## src/rtl/alu_issue_arb.sv

```systemverilog
// rtl/alu_issue_arb.sv - round-robin issue arbiter in front of a shared int16 ALU
// Single-cycle ops issue back to back; mult ops block issue for two extra cycles.
module alu_issue_arb #(
    parameter int         NREQ    = 4,
    parameter logic [4:0] OP_MUL  = 5'h02,
    parameter logic [4:0] OP_MULI = 5'h03,
    parameter logic [4:0] OP_FMA  = 5'h04,
    localparam int        IDW     = (NREQ > 1) ? $clog2(NREQ) : 1
) (
    input  logic                clk,
    input  logic                rst_n,
    input  logic                issue_en,
    input  logic [NREQ-1:0]     req_valid,
    output logic [NREQ-1:0]     req_ready,
    input  logic [NREQ*5-1:0]   req_op,
    input  logic [NREQ*2-1:0]   req_cmp_mode,
    input  logic [NREQ-1:0]     req_pred,
    input  logic [NREQ*16-1:0]  req_a,
    input  logic [NREQ*16-1:0]  req_b,
    input  logic [NREQ*16-1:0]  req_c,
    output logic [4:0]          alu_op,
    output logic                alu_valid_in,
    output logic [1:0]          alu_cmp_mode,
    output logic                alu_pred_val,
    output logic [15:0]         alu_op_a,
    output logic [15:0]         alu_op_b,
    output logic [15:0]         alu_op_c,
    input  logic [15:0]         alu_result,
    input  logic                alu_valid_out,
    input  logic                alu_busy,
    output logic                rsp_valid,
    output logic [IDW-1:0]      rsp_id,
    output logic [15:0]         rsp_data,
    output logic                proto_err
);

    typedef enum logic [1:0] {
        IDLE = 2'd0,
        MUL1 = 2'd1,
        MUL2 = 2'd2
    } state_t;

    state_t         state, state_nxt;
    logic [IDW-1:0] last_grant, mul_id, winner, cand;
    logic           found, transfer, win_mult, exp_vo, err_now;
    logic [4:0]     win_op;

    // Search starts just past the last winner so every requester gets a turn.
    always_comb begin
        found  = 1'b0;
        winner = last_grant;
        cand   = last_grant;
        for (int k = 1; k <= NREQ; k++) begin
            cand = IDW'((int'(last_grant) + k) % NREQ);
            if (!found && req_valid[cand]) begin
                found  = 1'b1;
                winner = cand;
            end
        end
    end

    always_comb begin
        win_op       = req_op[int'(winner)*5 +: 5];
        win_mult     = (win_op == OP_MUL) || (win_op == OP_MULI) || (win_op == OP_FMA);
        transfer     = (state == IDLE) && issue_en && found;
        req_ready    = '0;
        if (transfer) begin
            req_ready[winner] = 1'b1;
        end
        alu_valid_in = transfer;
        alu_op       = win_op;
        alu_cmp_mode = req_cmp_mode[int'(winner)*2 +: 2];
        alu_pred_val = req_pred[winner];
        alu_op_a     = req_a[int'(winner)*16 +: 16];
        alu_op_b     = req_b[int'(winner)*16 +: 16];
        alu_op_c     = req_c[int'(winner)*16 +: 16];
    end

    // ALU handshake expectations: busy covers the mult issue cycle and MUL1,
    // the mult result lands in MUL2.
    always_comb begin
        state_nxt = state;
        exp_vo    = 1'b0;
        err_now   = 1'b0;
        case (state)
            IDLE: begin
                exp_vo  = transfer && !win_mult;
                err_now = alu_busy && !(transfer && win_mult);
                if (transfer && win_mult) begin
                    state_nxt = MUL1;
                end
            end
            MUL1: begin
                state_nxt = MUL2;
                err_now   = !alu_busy;
            end
            MUL2: begin
                state_nxt = IDLE;
                exp_vo    = 1'b1;
            end
            default: state_nxt = IDLE;
        endcase
        err_now = err_now || (alu_valid_out != exp_vo);
    end

    always_ff @(posedge clk or negedge rst_n) begin
        if (!rst_n) begin
            state      <= IDLE;
            last_grant <= IDW'(NREQ - 1);
            mul_id     <= '0;
            rsp_valid  <= 1'b0;
            rsp_id     <= '0;
            rsp_data   <= '0;
            proto_err  <= 1'b0;
        end else begin
            state     <= state_nxt;
            rsp_valid <= alu_valid_out;
            if (transfer) begin
                last_grant <= winner;
            end
            if (transfer && win_mult) begin
                mul_id <= winner;
            end
            if (alu_valid_out) begin
                rsp_id   <= (state == MUL2) ? mul_id : winner;
                rsp_data <= alu_result;
            end
            if (err_now) begin
                proto_err <= 1'b1;
            end
        end
    end

endmodule

```

## config.mk

```make
export PLATFORM = sky130hd
export DESIGN_NAME = alu_issue_arb
export DESIGN_NICKNAME = d
export VERILOG_FILES = /design/src/rtl/alu_issue_arb.sv
export SDC_FILE = /design/constraint.sdc
export NUM_CORES = 1
export LEC_CHECK = 0
export ABC_AREA = 1
export CORE_AREA = 2 2 129 131
export DETAILED_ROUTE_END_ITERATION = 10
export DIE_AREA = 0 0 131 133
export GPL_ROUTABILITY_DRIVEN = 0
export GPL_TIMING_DRIVEN = 0
export PLACE_DENSITY = 0.57
export SETUP_SLACK_MARGIN = 0.05
export SLEW_MARGIN = 30
export SYNTH_ARGS = -nofsm -noshare
export SYNTH_HDL_FRONTEND = slang
export SYNTH_SLANG_ARGS = --single-unit
export TNS_END_PERCENT = 1
```

## constraint.sdc

```tcl
create_clock -name clk -period 2.75 [get_ports clk]
set_input_delay 0.55 -clock clk [delete_from_list [all_inputs] [get_ports clk]]
set_output_delay 0.55 -clock clk [all_outputs]
set_load 0.01 [all_outputs]
```

After elaboration in Yosys (flattened, before gate mapping)
Cells that the tools add are included.
Word-level totals
  logic and storage cells: 75
  register bits after elaboration: 26
  input bits: 249
  bits in read-only memories: 0
  memories: 0
  output and inout port bits: 81
  memory bits (writable): 0
  latch bits: 0
Cells by class
  $lt $le $gt $ge: 6
  bitwise logic cells: 0
  mux-type cells: 26
  $mul: 1
  add/sub/neg operators: 4
  shift-type cells: 5
  divide/modulo/power cells: 0
  reductions and logical operators: 19
  equality and inequality tests: 7
Operators with widths (number)
  indexed part select 64 x 7 -> 16 bit: 3
  indexed part select 20 x 6 -> 5 bit: 1
  less-than comparator 2 x 3 -> 1 bit, second input constant: 5
  two-way mux 2 bit: 6
  binary-select mux 1 bit (select 2 bit): 5
  == test 5 x 2 -> 1 bit, second input constant: 2
  two-way mux 1 bit: 10
  logical AND 1 bit: 9
  indexed part select 8 x 4 -> 2 bit: 1
  zero test 1 bit: 6
  == test 5 x 3 -> 1 bit, second input constant: 1
  multiplier 2 x 3 -> 5 bit, second input constant: 1
  adder 2 x 1 -> 2 bit, second input constant: 2
  adder 2 bit, second input constant: 2
  two-way mux 4 bit: 1
  one-hot mux 1 bit (2 select lines): 2
  one-hot mux 2 bit (2 select lines): 1
  logical OR 1 bit: 3
  demux 1 bit (select 2 bit): 1
  == test 2 x 1 -> 1 bit, second input constant: 1
  == test 2 bit, second input constant: 1
  >= comparator 2 x 1 -> 1 bit, second input constant: 1
  zero test 2 bit: 1
  != test 2 x 1 -> 1 bit, second input constant: 1
  != test 1 bit: 1

Longest topological paths before layout
Gate-level depths: netlist of the first run.
  depth in word-level cells: 23
  mapped depth: 23
  depth with buffers taken out: 22

Worst setup path before layout of the first run
No wires, ideal clock.
  kind: register to output
  from: register last_grant[0]
  to: output alu_op_a[10]
  path buffers: 4
  arrival: 2.066 ns
  cell stages (with the launch flop): 15
  data required time: 2.200 ns
  setup slack: 0.134 ns
  path through: dfstp_2 buf_6 nand2_1 nand2_1 nand2_1 nand2_2 inv_4 nand2_2 nand2_4 nand2_4 buf_12 buf_2 buf_1 nand3_1 nand3_1
Between the ends
  cells in the longest elaborated chain, start to end: 14
  elaborated cells on any way between the ends: 26
  those cells by class: add/sub (4); shift (1); mux (15); reduce/logical (6)
Ends and longest elaborated chain
  start, declared: RTL line 44  | logic [IDW-1:0] last_grant, mul_id, winner, cand;
  start signal, assigned: RTL line 109  | last_grant <= IDW'(NREQ - 1);
  start signal, assigned: RTL line 119  | last_grant <= winner;
  adder 2 x 1 -> 2 bit: RTL line 54  | cand = IDW'((int'(last_grant) + k) % NREQ);
  binary-select mux 1 bit (select 2 bit): RTL line 55  | if (!found && req_valid[cand]) begin
  two-way mux 1 bit (implied by the code): RTL line 55
  two-way mux 1 bit: RTL line 55
  zero test 1 bit: RTL line 55
  logical AND 1 bit: RTL line 55
  two-way mux 1 bit: RTL line 55
  zero test 1 bit: RTL line 55
  logical AND 1 bit: RTL line 55
  two-way mux 1 bit: RTL line 55
  zero test 1 bit: RTL line 55
  logical AND 1 bit: RTL line 55
  two-way mux 2 bit (*): RTL line 55
  indexed part select 64 x 7 -> 16 bit (*): RTL line 74  | alu_op_a = req_a[int'(winner)*16 +: 16];
  end, declared: RTL line 25  | output logic [15:0] alu_op_a,
Every way passes the cells marked *; elsewhere a longest branch is shown, timed or not. The select of a mux whose other input is x is not followed.

Final worst setup path of the first run
  from: register last_grant[0]
  to: output alu_op_c[4]
Between the ends
  cells in the longest elaborated chain, start to end: 14
  elaborated cells on any way between the ends: 26
  those cells by class: add/sub (4); shift (1); mux (15); reduce/logical (6)
Ends and longest elaborated chain
  adder 2 x 1 -> 2 bit: RTL line 54
  binary-select mux 1 bit (select 2 bit): RTL line 55
  two-way mux 1 bit (implied by the code): RTL line 55
  two-way mux 1 bit: RTL line 55
  zero test 1 bit: RTL line 55
  logical AND 1 bit: RTL line 55
  two-way mux 1 bit: RTL line 55
  zero test 1 bit: RTL line 55
  logical AND 1 bit: RTL line 55
  two-way mux 1 bit: RTL line 55
  zero test 1 bit: RTL line 55
  logical AND 1 bit: RTL line 55
  two-way mux 2 bit (*): RTL line 55
  indexed part select 64 x 7 -> 16 bit (*): RTL line 76  | alu_op_c = req_c[int'(winner)*16 +: 16];
  end, declared: RTL line 27  | output logic [15:0] alu_op_c,
Marks and branches as above.

==> impl_metrics.toml, run 1 <==
[logic_synthesis]
yosysUniqueCellTypes = 26
synthTopCellsByArea = "nand3_1, dfrtp_1, nand2_1, a22oi_1, buf_2"
yosysSeqAreaShare = 0.224
synth_top_family_by_area = "simple AND/OR/NAND/NOR gates"
synth_compound_area_frac = 0.157
synth_top_area_cell = "nand3_1"
syn_area_um2 = 2920
synth_top_cell_area_share = 0.295
synth.avg_cell_area_um2 = 6.12
synthAdderAreaFrac = 0
synth_cells = 477
syn_nets = 726
synth_xor_area_frac = 0
ys_warn_count = 0
synth-simple-area-share = 0.528
ys_ff_latch = 26
synth_mux_area_frac = 0

[sta]
setup_viol = 58
finalHoldViolations = 0
max_slew_margin = 0.601
timing.final.ws_setup_ns = -0.387
period_share = 1.14
max_freq_mhz = 319
worst_slew_pin_slew_ns = 0.598
fin_skew_ns = 0.00123
min_period_ns = 3.14
maxSlewViolCount = 0
rsz0062_at_grt = "true"

[die]
die_area_um2 = 17400
core_um2 = 16200
fp-row-count = 47
die_w_um = 131
fp.dieH_um = 133
start_util = 0.181
pin_count = 330

[job]
cap_violations = 0

[critical_path]
end_kind = "primary output"
reg2reg_depth = 19
crit_path_end = "alu_op_c[4]"
cp.depth = 15
reg2reg_from = "last_grant[0]$_DFFE_PN1P_"
crit_family = "simple AND/OR/NAND/NOR gates"
cp_data_required_time_ns = 2.20
arrival_ns = 2.59
cp-startpoint = "last_grant[0]$_DFFE_PN1P_"
rrSetupSlack_ns = 0.10
cp.buffers_inverters = 5
critical-path-max-stage-delay_ns = 0.57
crit_slowest_cell = "dfstp_2"
worst_setup_path_start_kind = "flip-flop"
r2r-end = "proto_err$_DFFE_PN0P_"
cp_cell_sequence = "clkinv_4, nand2_1, nand2_2, nand2_2, nand2_4, nor2_4, nand3_2, nand2_4, buf_12, nor2_4, buf_6, buf_8, a22oi_2, nand3_1, buf_2"
crit_type = "flip-flop to primary output"
crit_fanout = 6

[grt]
gr-total-overflow = 0
antenna_found_initial = 3
grt.total_usage = 0.216
grt_pass1_wl_um = 28700
grt_pass1_vias = 5066
grt_max_degree = 27

[place]
dp.cells = 1026
dp_slack_ns = -1.52
port_buffers = 329
dp_hpwl_um = 15400

[layout]
stdcell_count = 1075
layout_commonest_cell = "clkdlybuf4s50_1"
fill_cells = 1674
syn2layout_area_growth_pct = 158
layout_common_cells = "clkdlybuf4s50_1, nand3_1, nand2_1"
fin_nets = 1103
drive_gt1_frac = 0.299

[routing]
routedWlPerCell_um = 19.1
ant_nets = 0
avgViaCountPerCell = 4.73
vias = 5089
firstDrtPassIters = 4
routed_wl_um = 20500
drc = 0
drt-initial-drc-count = 220

[clock_tree]
cts-hold-fix-buffers = 0
cts.sinks = 26
cts_max_path_buffers = 2
clkTransAtPathRegs_ns = 0.06
numCtsBuffers = 3
h-tree-depth = 1
cts_root_buffer = "clkbuf_16"
clock_latency_ns = 0.26
cts_tree = "yes"

[worst_hold_path]
hold_path.class = "input pin to async pin"

[status]
violations = "negative setup slack"
outcome = "finished with violations"

[power_and_ir_drop]
peakVddDrop_mv = 0.843
p_leak_nw = 3.28
powerDensity_nw_per_um2 = 1940
-- cell usage after synthesis --
master,number
inv_1,14
o21ai_0,8
nand3_4,1
nand2_1,121
buf_1,4
nand4_1,1
nand3_2,2
inv_2,3
dfrtp_1,24
buf_2,17
o21ai_1,1
nand2_2,13
nor2_1,12
o21ai_2,2
nand3_1,172
a22oi_1,52
a31oi_1,1
inv_4,1
dfstp_2,2
nor3_1,2
buf_6,1
clkinv_1,2
clkbuf_1,15
nor2_2,2
nand2_4,3
buf_12,1
-- registers in the layout, summed over array words and instances, names as in the netlist --
signal / flops
rsp_valid: 1
rsp_data: 16
last_grant: 2
rsp_id: 2
state: 2
proto_err: 1
mul_id: 2
-- timing repair --
item | 4_1_cts | 5_1_grt
pin swaps | 31 | 34
endpoints found under the setup margin | 61 | 62
setup buffers | 21 | 17
gates cloned | 4 | 2
gates resized for setup | 409 | 71
-- worst reg2reg max path, cell delays in order (launching register included) --
cell       delay [ns]
dfstp_2          0.57
clkinv_4         0.10
nand2_1          0.09
nand2_2          0.07
nand2_2          0.11
nand2_4          0.10
nor2_4           0.15
nand3_2          0.11
nand2_4          0.10
buf_4            0.12
bufbuf_16        0.25
nand2_1          0.05
nand2_1          0.08
nand2_1          0.08
nor2_2           0.15
nand2_1          0.09
nand2_1          0.11
nand3_1          0.09
nand2_1          0.08
nand2_1          0.06
-- report_power, final --
group          switching [mW]  internal (mW)  total, mW
sequential             0.0479          0.463      0.511
clock                   0.127          0.198      0.325
combinational            7.40           6.37       13.8
-- area by class of cell --
class / instances / area [um2] / area share
antenna: 2 / 5.00 / 0.000665
buffer: 38 / 499 / 0.0663
clock buffer: 4 / 78.8 / 0.0105
inverter: 20 / 95.1 / 0.0126
multi-input combinational: 393 / 2440 / 0.324
sequential: 26 / 653 / 0.0867
tap: 220 / 275 / 0.0366
timing repair buffer: 372 / 3480 / 0.462
-- cells by family after synthesis --
logic type,count (synthesis)
simple gates,329
flops,26
buf+inv,58
compound gates,64
-- layer usage --
metal | vias up | wire (um) | global-route usage
li1 | 2440 | - | -
met1 | 2395 | 8000 | 0.262
met2 | 229 | 10600 | 0.389
met3 | 23 | 1540 | 0.0445
met4 | 2 | 342 | 0.0431
met5 | - | 13 | 0
-- per-stage QoR --
stage / power (mW) / area (um2) / util / hold slack [ns] / setup TNS [ns]
2_1_floorplan: 5.92 / 2920 / - / 0.254 / 0
3_3_place_gp: 11.6 / 6490 / 0.401 / 0.451 / -80.45
3_5_place_dp: 11.5 / 6480 / 0.401 / 0.458 / -79.01
4_1_cts: 13.6 / 7100 / 0.439 / 0.316 / -17.24
5_1_grt: 15.5 / 7530 / 0.465 / 0.350 / -24.05
6_report: 14.6 / 7530 / 0.466 / 0.293 / -17.77
-- worst min path at each step --
stage                                  startpoint                  endpoint  slack, ns  cells after the start
after floorplan                             rst_n     mul_id[0]$_DFFE_PN0P_       0.25                      0
after global placement      proto_err$_DFFE_PN0P_     proto_err$_DFFE_PN0P_       0.45                      2
after detailed placement  rsp_data[2]$_DFFE_PN0P_   rsp_data[2]$_DFFE_PN0P_       0.46                      2
after CTS                                   rst_n  rsp_data[12]$_DFFE_PN0P_       0.32                      1
after global routing                        rst_n  rsp_data[11]$_DFFE_PN0P_       0.35                      1
final                                       rst_n  rsp_data[11]$_DFFE_PN0P_       0.29                      1
Power figures use the tool's default switching activity.
==> run 2, diff against run 1 <==
--- a/config.mk
+++ b/config.mk
@@ -11,7 +11,7 @@
 export DIE_AREA = 0 0 131 133
 export GPL_ROUTABILITY_DRIVEN = 0
 export GPL_TIMING_DRIVEN = 0
-export PLACE_DENSITY = 0.57
+export PLACE_DENSITY_LB_ADDON = 0.15
 export SETUP_SLACK_MARGIN = 0.05
 export SLEW_MARGIN = 30
 export SYNTH_ARGS = -nofsm -noshare
==> run 2 against run 1 <==
The flow still finishes with violations (negative setup slack). Largest cell class unchanged. Sequential share of layout area up 0.35 points. Final cell count down 1.8%. Register-to-register slack better by 0.03 ns. Core utilization down 1.8 points. Largest power group unchanged.
==> impl_metrics.toml, run 2 (same netlist as run 1, synthesis figures left out) <==
[status]
outcome = "finished with violations"
violations = "negative setup slack"

[sta]
timing.final.ws_setup_ns = -0.445
hold_ws_ns = 0.296
fin_tns_setup_ns = -18.85
worst_slew_pin_slew_ns = 0.604
maxSlewViolCount = 0
rsz0062_at_grt = "true"
min_period_ns = 3.20
period_share = 1.16
finalHoldViolations = 0
max_freq_mhz = 313
fin_skew_ns = 0.00136
setup_viol = 60
max_slew_margin = 0.597

[power_and_ir_drop]
powerDensity_nw_per_um2 = 1890
peakVddDrop_mv = 0.971
p_leak_nw = 3.16
p_total_mw = 13.7

[routing]
routedWlPerCell_um = 18.8
routed_wl_um = 19900
drt-initial-drc-count = 235
firstDrtPassIters = 5
avgViaCountPerCell = 4.73
drc = 0
vias = 4996
ant_nets = 0

[clock_tree]
clock_latency_ns = 0.26
cts.sinks = 26
cts_max_path_buffers = 2
numCtsBuffers = 3
h-tree-depth = 1
clkTransAtPathRegs_ns = 0.06
cts_tree = "yes"
cts_root_buffer = "clkbuf_16"

[critical_path]
cp_cell_sequence = "buf_8, nand2_2, nand3_1, nand2_1, nor2_4, nand3_2, nand2_4, buf_8, nor2_4, buf_12, buf_12, buf_16, a22oi_2, nand3_1, buf_2"
worst_setup_path_start_kind = "flip-flop"
cp_data_required_time_ns = 2.20
end_kind = "primary output"
crit_type = "flip-flop to primary output"
crit_family = "buffers and inverters"
arrival_ns = 2.65
crit_fanout = 8
critical-path-max-stage-delay_ns = 0.57
crit_slowest_cell = "dfstp_2"
cp.buffers_inverters = 6

[layout]
largest_reg_flops = 16
syn2layout_area_growth_pct = 148
fin_nets = 1085
drive_gt1_frac = 0.240
regMostFlops = "rsp_data"
layout_common_cells = "clkdlybuf4s50_1, nand3_1, nand2_1"
layout_commonest_cell = "clkdlybuf4s50_1"

[grt]
grt_pass1_wl_um = 28600
grt.total_usage = 0.213
grt_pass1_vias = 5214
antenna_found_initial = 2
grt_max_degree = 27
gr-total-overflow = 0

[die]
pin_count = 330
start_util = 0.181
fp-row-count = 47
fp.dieH_um = 133
die_area_um2 = 17400
core_um2 = 16200
die_w_um = 131

[place]
dp_slack_ns = -1.44
dp_hpwl_um = 15900
port_buffers = 329

[job]
cap_violations = 0

[worst_hold_path]
hold_path.class = "input pin to async pin"
## run 2: area by class of cell
cell class	instances	area (um2)
plain buffers	38	452
diodes	1	2.50
clock buffers	4	88.8
multi-input cells	393	2260
flip-flops and latches	26	653
repair buffers	354	3420
well taps	220	275
inverters	20	85.1
fillers	1636	8940
## run 2: worst paths after layout
kind                       cells after the start                      end                 startpoint  slack [ns]
setup / recovery                              15              alu_op_a[2]  last_grant[0]$_DFFE_PN1P_       -0.45
hold / removal                                 1  rsp_data[5]$_DFFE_PN0P_                      rst_n        0.30
setup reg to reg                              19    proto_err$_DFFE_PN0P_  last_grant[0]$_DFFE_PN1P_        0.13
hold reg to reg                                2    proto_err$_DFFE_PN0P_      proto_err$_DFFE_PN0P_        0.47
max in group asynchronous                      1  rsp_data[3]$_DFFE_PN0P_                      rst_n        2.06
min in group clk                               2    proto_err$_DFFE_PN0P_      proto_err$_DFFE_PN0P_        0.47
## run 2: routing by layer
layer	vias to the layer above	part of all wire	global-route usage	routed length [um]
met5	-	0.00040	0	8
met4	2	0.016	0.0426	328
met3	26	0.088	0.0635	1760
met2	225	0.51	0.384	10100
met1	2336	0.39	0.247	7690
li1	2407	-	-	-
## run 2: power breakdown
group	internal [mW]	switching, mW
Clock	0.223	0.128
Combinational	5.92	6.91
Sequential	0.463	0.0500
## run 2: per-stage QoR
step	instance area (um2)	instances	util
finish	7230	1056	0.447
global route	7230	1056	0.447
CTS	7030	1046	0.435
detailed placement	6480	1026	0.401
global placement	6490	1026	0.401
floorplan	2920	477	-
## run 2: timing repair
action / in CTS / in global routing
gates cloned: 3 / 2
setup endpoints to repair: 61 / 62
hold buffers: 0 / 0
resized for setup: 352 / 43
pin swaps: 22 / 18
buffers inserted: 13 / 7
==> run 3, diff against run 2 <==
--- a/config.mk
+++ b/config.mk
@@ -11,7 +11,6 @@
 export DIE_AREA = 0 0 131 133
 export GPL_ROUTABILITY_DRIVEN = 0
 export GPL_TIMING_DRIVEN = 0
-export PLACE_DENSITY_LB_ADDON = 0.15
 export SETUP_SLACK_MARGIN = 0.05
 export SLEW_MARGIN = 30
 export SYNTH_ARGS = -nofsm -noshare
==> run 3 against run 2 <==
The flow still finishes with violations (negative setup slack). Die area stayed put. First-iteration DRC count is 17% higher. Sequential share of layout area is 0.33 points lower. Critical path type unchanged. Largest power group unchanged.
==> impl_metrics.toml, run 3 (same netlist as run 1, synthesis figures left out) <==
[status]
outcome = "finished with violations"
violations = "negative setup slack"

[grt]
grt.total_usage = 0.219
grt_max_degree = 27
gr-total-overflow = 0
grt_pass1_wl_um = 28800
antenna_found_initial = 1
grt_pass1_vias = 4951

[sta]
finalHoldViolations = 0
max_freq_mhz = 312
rsz0062_at_grt = "true"
max_slew_margin = 0.602
worst_slew_pin_slew_ns = 0.598
min_period_ns = 3.20
fin_tns_setup_ns = -21.13
timing.final.ws_setup_ns = -0.454
period_share = 1.16
fin_skew_ns = 0.00306
maxSlewViolCount = 0
setup_viol = 58

[layout]
regMostFlops = "rsp_data"
layout_common_cells = "clkdlybuf4s50_1, nand3_1, nand2_1"
fill_cells = 1639
drive_gt1_frac = 0.283
largest_reg_flops = 16
syn2layout_area_growth_pct = 157
multi_input_area_um2 = 2390
fin_nets = 1097
design_area_um2 = 7510
regArea_um2 = 653
layout_commonest_cell = "clkdlybuf4s50_1"
stdcell_count = 1068

[routing]
wl_met1_um = 8270
ant_nets = 0
avgViaCountPerCell = 4.71
wl_met3_um = 1350
drc = 0
drt-initial-drc-count = 275
routedWlPerCell_um = 18.9
firstDrtPassIters = 8
top_layer = "met4"
wl_met2_um = 10300
routed_wl_um = 20200
vias = 5030

[die]
die_area_um2 = 17400
fp.dieH_um = 133
core_um2 = 16200
start_util = 0.181
fp-row-count = 47
pin_count = 330
die_w_um = 131

[job]
cap_violations = 0

[power_and_ir_drop]
powerDensity_nw_per_um2 = 1980
p_leak_nw = 3.31
peakVddDrop_mv = 0.891

[critical_path]
cp_data_required_time_ns = 2.20
crit_slowest_cell = "dfstp_2"
rrSetupSlack_ns = 0.13
reg2reg_from = "last_grant[0]$_DFFE_PN1P_"
arrival_ns = 2.65
crit_type = "flip-flop to primary output"
cp_cell_sequence = "buf_8, nand2_2, nand2_4, nand2_4, nand2_4, buf_4, buf_4, nand3_1, nand2_2, nand2_4, nor2_4, buf_12, buf_12, a22oi_2, nand3_1, buf_2"
critical-path-max-stage-delay_ns = 0.57
end_kind = "primary output"
crit_fanout = 10
reg2reg_depth = 23
crit_family = "simple AND/OR/NAND/NOR gates"
cp.buffers_inverters = 6
worst_setup_path_start_kind = "flip-flop"
r2r-end = "proto_err$_DFFE_PN0P_"
crit_top_cell = "nand2_4"
cp-startpoint = "last_grant[0]$_DFFE_PN1P_"

[clock_tree]
cts_root_buffer = "clkbuf_16"
clock_latency_ns = 0.26
cts.sinks = 26
numCtsBuffers = 3
cts_max_path_buffers = 2
clkTransAtPathRegs_ns = 0.07
h-tree-depth = 1
cts_tree = "yes"

[place]
port_buffers = 329
dp.cells = 1026
dp_hpwl_um = 15000
dpl-instance-area_um2 = 6480

[worst_hold_path]
hold_path.class = "input pin to async pin"
==> run 3: cell types whose count changed in the layout (fill, tap and decap cells not counted), sizes merged <==
cell / delta
buf: +30
clkdlybuf4s15: -12
clkbuf: -6
bufinv: +1
dlygate4sd2: -1
==> run 3: area by class of cell <==
class | instances | area share
multi-input cells | 393 | 0.318
flip-flops and latches | 26 | 0.0869
repair buffers | 366 | 0.464
clock buffers | 3 | 0.00999
well taps | 220 | 0.0366
diodes | 1 | 0.000333
inverters | 20 | 0.0120
plain buffers | 38 | 0.0681
clock inverters | 1 | 0.00400
==> run 3: per-layer routing <==
layer  up-vias  track usage
li1       2430            -
met1      2365        0.282
met2       219        0.388
met3        16       0.0311
met4         0       0.0366
met5         -            0
==> run 3: worst register-to-register path, cell delays in order (launching register included) <==
cell and delay [ns]:
dfstp_2 0.57, buf_8 0.16, nand2_2 0.08, nand2_4 0.11
nand2_4 0.07, nand2_4 0.10, inv_4 0.06, nand2_2 0.08
nand2_4 0.06, nand2_4 0.07, buf_12 0.11, buf_6 0.11
buf_4 0.10, nand2_1 0.04, nand2_1 0.06, nand2_1 0.06
nand2_2 0.08, nor2_1 0.06, nor2_2 0.12, nand3_2 0.16
nand3_2 0.10, nand2_1 0.05, nor2_1 0.08, nand2_1 0.05
==> run 3: what timing repair did <==
action / CTS / global route
gates resized for setup: 405 / 66
endpoints found under the setup margin: 61 / 64
gates cloned: 3 / 1
pin swaps: 37 / 34
hold buffers: 0 / 0
setup buffers: 27 / 6
==> run 3: stage by stage <==
| stage | total power, mW | hold slack [ns] | setup slack (ns) | util |
|---|---|---|---|---|
| after floorplan | 5.92 | 0.254 | 0.134 | - |
| after global placement | 11.6 | 0.447 | -1.60 | 0.401 |
| after detailed placement | 11.6 | 0.457 | -1.57 | 0.401 |
| after CTS | 14.3 | 0.310 | -0.474 | 0.449 |
| after global routing | 15.9 | 0.336 | -0.582 | 0.465 |
| final | 14.9 | 0.291 | -0.454 | 0.465 |
==> run 3: worst max path at each step <==
stage / endpoint / slack, ns / cells after the start
3_5_place_dp: alu_op_b[6] / -1.57 / 16
5_1_grt: alu_op_a[11] / -0.58 / 16
3_3_place_gp: alu_op_b[0] / -1.60 / 15
2_1_floorplan: alu_op_a[10] / 0.13 / 14
6_report: alu_op_a[11] / -0.45 / 16
4_1_cts: alu_op_b[6] / -0.47 / 17
==> run 3: report_power, final <==
| part | total, mW | leakage [nW] | switching, mW | internal [mW] |
|---|---|---|---|---|
| Combinational | 13.9 | 2.94 | 7.45 | 6.49 |
| Clock | 0.422 | 0.0511 | 0.133 | 0.290 |
| Sequential | 0.508 | 0.314 | 0.0450 | 0.463 |
| Total | 14.9 | 3.31 | 7.63 | 7.24 |
